### src/rtl/queue_stream_reader_if.sv
// Queue read port plus valid/ready output stream, bundled for the queue reader.
// master is the reader; slave is the queue/downstream side.
interface queue_stream_reader_if #(
    parameter int DATA_WIDTH = 32
);
    logic                  q_empty;
    logic [DATA_WIDTH-1:0] q_data;
    logic                  q_dequeue;
    logic                  m_valid;
    logic [DATA_WIDTH-1:0] m_data;
    logic                  m_ready;

    modport master (
        input  q_empty, q_data, m_ready,
        output q_dequeue, m_valid, m_data
    );

    modport slave (
        output q_empty, q_data, m_ready,
        input  q_dequeue, m_valid, m_data
    );
endinterface

### src/rtl/queue_stream_reader.sv
// Drains a queue with 1-cycle registered read latency into a valid/ready stream
// through a 2-entry buffer, and counts delivered words.
module queue_stream_reader #(
    parameter int DATA_WIDTH = 32,
    parameter int CNT_WIDTH  = 16
) (
    input  logic                 clk,
    input  logic                 reset_n,
    queue_stream_reader_if.master bus,
    input  logic                 cnt_clear,
    output logic [CNT_WIDTH-1:0] xfer_count,
    output logic                 busy
);
    logic [1:0]            occ_q, occ_d;
    logic                  inflight_q, inflight_d;
    logic [DATA_WIDTH-1:0] buf_q [2];
    logic [DATA_WIDTH-1:0] buf_d [2];
    logic [CNT_WIDTH-1:0]  cnt_q, cnt_d;
    logic                  pop;
    logic                  push;
    logic                  issue;
    logic [1:0]            level_after;

    // occ + inflight never exceeds 2, so a 2-bit level is enough
    always_comb begin
        pop         = (occ_q != 2'd0) && bus.m_ready;
        push        = inflight_q;
        level_after = occ_q + {1'b0, inflight_q} - {1'b0, pop};
        issue       = reset_n && !bus.q_empty && (level_after < 2'd2);
    end

    always_comb begin
        buf_d = buf_q;
        occ_d = occ_q;
        case ({push, pop})
            2'b10: begin
                buf_d[occ_q[0]] = bus.q_data;
                occ_d           = occ_q + 2'd1;
            end
            2'b01: begin
                buf_d[0] = buf_q[1];
                occ_d    = occ_q - 2'd1;
            end
            2'b11: begin
                // head leaves as the captured word arrives; occupancy unchanged
                if (occ_q == 2'd1) begin
                    buf_d[0] = bus.q_data;
                end else begin
                    buf_d[0] = buf_q[1];
                    buf_d[1] = bus.q_data;
                end
            end
            default: begin
            end
        endcase
    end

    always_comb begin
        inflight_d = issue;
        cnt_d      = cnt_q;
        if (cnt_clear) begin
            cnt_d = '0;
        end else if (pop) begin
            cnt_d = cnt_q + 1'b1;
        end
    end

    always_ff @(posedge clk) begin
        if (!reset_n) begin
            occ_q      <= 2'd0;
            inflight_q <= 1'b0;
            cnt_q      <= '0;
        end else begin
            occ_q      <= occ_d;
            inflight_q <= inflight_d;
            cnt_q      <= cnt_d;
        end
    end

    for (genvar gi = 0; gi < 2; gi++) begin : g_slot
        always_ff @(posedge clk) begin
            if (!reset_n) begin
                buf_q[gi] <= '0;
            end else begin
                buf_q[gi] <= buf_d[gi];
            end
        end
    end

    assign bus.q_dequeue = issue;
    assign bus.m_valid   = (occ_q != 2'd0);
    assign bus.m_data    = buf_q[0];
    assign xfer_count    = cnt_q;
    assign busy          = (occ_q != 2'd0) || inflight_q;
endmodule

### src/flat_wrapper.sv
// flat-port wrapper written by rule: the top's interface ports become plain ports
module queue_stream_reader_flat 
#(
    parameter int DATA_WIDTH = 32,
    parameter int CNT_WIDTH  = 16
)
  (clk, reset_n, cnt_clear, xfer_count, busy, bus_q_empty, bus_q_data, bus_m_ready, bus_q_dequeue, bus_m_valid, bus_m_data);
  queue_stream_reader_if #(.DATA_WIDTH(DATA_WIDTH)) bus_i ();
  input  logic clk;
  input  logic reset_n;
  input  logic cnt_clear;
  output logic [CNT_WIDTH-1:0] xfer_count;
  output logic busy;
  input wire logic [$bits(bus_i.q_empty)-1:0] bus_q_empty;
  input wire logic [$bits(bus_i.q_data)-1:0] bus_q_data;
  input wire logic [$bits(bus_i.m_ready)-1:0] bus_m_ready;
  output wire logic [$bits(bus_i.q_dequeue)-1:0] bus_q_dequeue;
  output wire logic [$bits(bus_i.m_valid)-1:0] bus_m_valid;
  output wire logic [$bits(bus_i.m_data)-1:0] bus_m_data;
  assign bus_i.q_empty = bus_q_empty;
  assign bus_i.q_data = bus_q_data;
  assign bus_i.m_ready = bus_m_ready;
  assign bus_q_dequeue = bus_i.q_dequeue;
  assign bus_m_valid = bus_i.m_valid;
  assign bus_m_data = bus_i.m_data;
  queue_stream_reader #(.DATA_WIDTH(DATA_WIDTH), .CNT_WIDTH(CNT_WIDTH)) u_core (.clk(clk), .reset_n(reset_n), .bus(bus_i), .cnt_clear(cnt_clear), .xfer_count(xfer_count), .busy(busy));
endmodule
### config.mk
export PLATFORM = sky130hd
export DESIGN_NAME = queue_stream_reader_flat
export DESIGN_NICKNAME = d
export VERILOG_FILES = /design/src/rtl/queue_stream_reader_if.sv /design/src/rtl/queue_stream_reader.sv /design/src/flat_wrapper.sv
export SDC_FILE = /design/constraint.sdc
export NUM_CORES = 1
export LEC_CHECK = 0
export CAP_MARGIN = 20
export CELL_PAD_IN_SITES_DETAIL_PLACEMENT = 1
export CELL_PAD_IN_SITES_GLOBAL_PLACEMENT = 2
export CORE_MARGIN = 10
export CORE_UTILIZATION = 33
export CTS_BUF_LIST = sky130_fd_sc_hd__clkbuf_8
export DETAILED_ROUTE_END_ITERATION = 10
export PLACE_DENSITY_LB_ADDON = 0.1
export SLEW_MARGIN = 20
export SYNTH_ARGS = -nofsm -noshare
export SYNTH_HDL_FRONTEND = slang
export SYNTH_SLANG_ARGS = --single-unit
### constraint.sdc
create_clock -name clk -period 6 [get_ports clk]
set_input_delay 1.5 -clock clk [delete_from_list [all_inputs] [get_ports clk]]
set_output_delay 1.5 -clock clk [all_outputs]
set_load 0.005 [all_outputs]
==> reports/metrics.yaml <==
status:
  outcome: "complete, no violations"
global_routing:
  track_usage_pct: 14.03
  grt_pass1_wl_um: 18560
  grt_max_degree: 37
  grt_overflow_total: 0
  grt_antenna_before_repair: 0
  grt_pass1_vias: 3477
setup_path:
  rrSetupSlack_ns: 3.08
  arrival_ns: 3.43
  crit_type: "input pin to primary output"
  r2r-start: "u_core.occ_q[0]$_SDFFE_PN0P_"
  rr_worst_depth: 7
  cp-start-kind: "input pin"
  r2r-end: "u_core.buf_q[2]$_SDFFE_PN0P_"
  cp_data_required_time_ns: 4.50
  endpoint_kind: "primary output"
  critPathMaxFanout: 7
yosys:
  synth_top_area_cell: "dfxtp_1"
  synthArstFlopShare_pct: 0
  synth_edf_count: 0
  synth_common_cells: "83 x dfxtp_1, 46 x nor2_1, 42 x nand2_1"
  synth_compound_area_share_pct: 21.48
  syn_area_um2: 3821
  ys_seq_area_share_pct: 43.48
  synth-seq-cells: 83
  ys.flop_type: "dfxtp_1"
  synth_top_family_by_area: "compound AO/OA/AOI/OAI gates"
  ys.warnings.count: 0
  synth_fa_ha_area_share_pct: 1.310
  synth_area_leaders: "dfxtp_1 43%, a221oi_2 7.9%, buf_4 6.7%"
  syn_nets: 474
  yosysMostFrequentCell: "dfxtp_1"
  ys_types: 38
  synth_xor_area_share_pct: 3.667
  synth_mux_area_share_pct: 0.9496
  syn_area_per_cell_um2: 8.825
  syn_inst: 433
  netlist.area_leader.share_pct: 43.48
  synth-simple-area-share_pct: 17.91
clock_tree:
  cts_tree: "yes"
  cts_sinks: 83
  clock_path_buffers: 2
  cts_hold_repair.buffers: 0
  cts_root_buffer: "clkbuf_8"
  cts.htree.levels: 3
  cts_resized: 0
  cts_buffers: 9
  postCtsSetupRepairBufs: 0
  clock_latency_ns: 0.34
  clk_pin_slew_ns: 0.08
power_and_ir_drop:
  pwr_density_cell_nw_per_um2: 422.5
  cellLeakagePower_nw: 1.652
  peakVddDrop_mv: 0.1429
timing:
  fmax_mhz: 202.9
  setup_tns_ns: 0
  slew_headroom_pct: 36.45
  maxSlewViolCount: 0
  fin_crit_sh_pct: 82.13
  min_period_ns: 4.928
  worst_pin_slew_ns: 0.9487
  fin_skew_ns: 0.01161
  finalHoldViolCount: 0
  setup_viol: 0
  rsz0062_at_grt: "false"
finish:
  num_antenna_cells: 0
  nets: 516
  flow.area_growth_from_synthesis_pct: 24.62
  stdcell_area_um2: 4762
  layout-drive-gt1-share_pct: 10.44
routing:
  vias: 3231
  drt_pass1_iterations: 4
  routed.top_layer: "met4"
  drtIter0Drc: 130
  dr_wl_met2_um: 5684
  detail_route.wl_per_cell_um: 18.45
  wl_met1_um: 5048
  route.antenna.remaining_nets: 0
  viasPerCell: 5.195
  drt-total-wl_um: 11480
  drcViolationCount: 0
  dr_wl_met3_um: 621
hold_path:
  worstHoldPathCells: 2
  worstHoldEndpoint: "u_core.buf_q[10]$_SDFFE_PN0P_"
  hold_class: "flop to flop"
  hp-start: "u_core.buf_q[10]$_SDFFE_PN0P_"
die:
  die_h_um: 127.6
  initial_utilization_pct: 33.61
  fp.dieW_um: 127.6
  die-area_um2: 16280
  io_pins: 88
  core_area_um2: 11370
  rows: 39
placement:
  gp_congestion: 0.7190
  io_buffers: 87
  dp_hpwl_um: 7618
  place_area_um2: 4546
run:
  cap_violations: 0
==> per-layer routing <==
metal	GRT usage, %	vias to the layer above
li1	-	1576
met1	16.09	1585
met2	24.51	61
met3	4.177	9
met4	4.305	0
met5	0	-
==> layout by cell type (no fill, tap or decap), drive strengths merged, types with 3 or more instances in the layout <==
cell / Yosys / final
a21oi: 38 / 38
xor2: 12 / 12
dfxtp: 83 / 83
or3: 3 / 3
nor2: 46 / 46
nand2: 42 / 42
clkbuf: 16 / 10
clkdlybuf4s50: 0 / 87
and4b: 3 / 3
xnor2: 4 / 4
o21ai: 37 / 37
nand4: 7 / 7
buf: 48 / 8
a221oi: 32 / 32
nand3: 37 / 37
ha: 4 / 4
inv: 4 / 7
==> cell type report <==
cell class	count	area, um2
inverters	5	18.77
fillers	1320	6608
well taps	143	178.9
clock inverters	5	71.32
multi-input cells	281	1763
repair buffers	95	930.9
flip-flops and latches	83	1662
clock buffers	10	137.6
==> metrics by stage <==
| stage | hold slack, ns | utilization, % | power, mW | std cells | worst slack, ns |
|---|---|---|---|---|---|
| floorplan | 0.4320 | - | 1.319 | 433 | 2.236 |
| global placement | 0.4388 | 39.98 | 1.594 | 607 | 1.118 |
| detailed placement | 0.4473 | 39.98 | 1.601 | 607 | 1.055 |
| CTS | 0.4591 | 41.82 | 2.048 | 622 | 1.050 |
| global route | 0.4772 | 41.88 | 2.157 | 622 | 0.9643 |
| finish | 0.4594 | 41.88 | 2.012 | 622 | 1.072 |
==> how the worst max path moves through the flow <==
stage | endpoint | slack [ns] | cells past startpoint | from
final | bus_q_dequeue | 1.07 | 6 | bus_m_ready
after global routing | bus_q_dequeue | 0.96 | 6 | bus_m_ready
after CTS | bus_q_dequeue | 1.05 | 6 | bus_m_ready
after detailed placement | bus_q_dequeue | 1.05 | 6 | bus_m_ready
after global placement | bus_q_dequeue | 1.12 | 6 | bus_m_ready
after floorplan | bus_q_dequeue | 2.24 | 4 | bus_m_ready
==> kinds of logic after synthesis <==
family,Yosys count
and+or+nand+nor,149
AOI/OAI and AO/OA,110
DFF,83
buffers and inverters,69
xor gates and xnor gates,16
adders and majority gates,4
muxes,2
==> critical path, cell delays in order <==
cell and delay [ns]:
clkdlybuf4s50_1 0.58, or4b_1 0.45, o21ai_1 0.10, xnor2_1 0.10
nor3_1 0.15, clkdlybuf4s50_1 0.54
==> power by group <==
part	internal [mW]	total, mW	switching, mW
Sequential	0.651	0.720	0.0684
Combinational	0.364	0.856	0.492
Clock	0.240	0.436	0.196
Total	1.26	2.01	0.757
==> registers in the layout, indices dropped and copies added (netlist names) <==
signal,flops
u_core.buf_q,32
u_core.inflight_q,1
u_core.bus.m_data,32
u_core.xfer_count,16
u_core.occ_q,2
(Power assumes the default switching activity.)
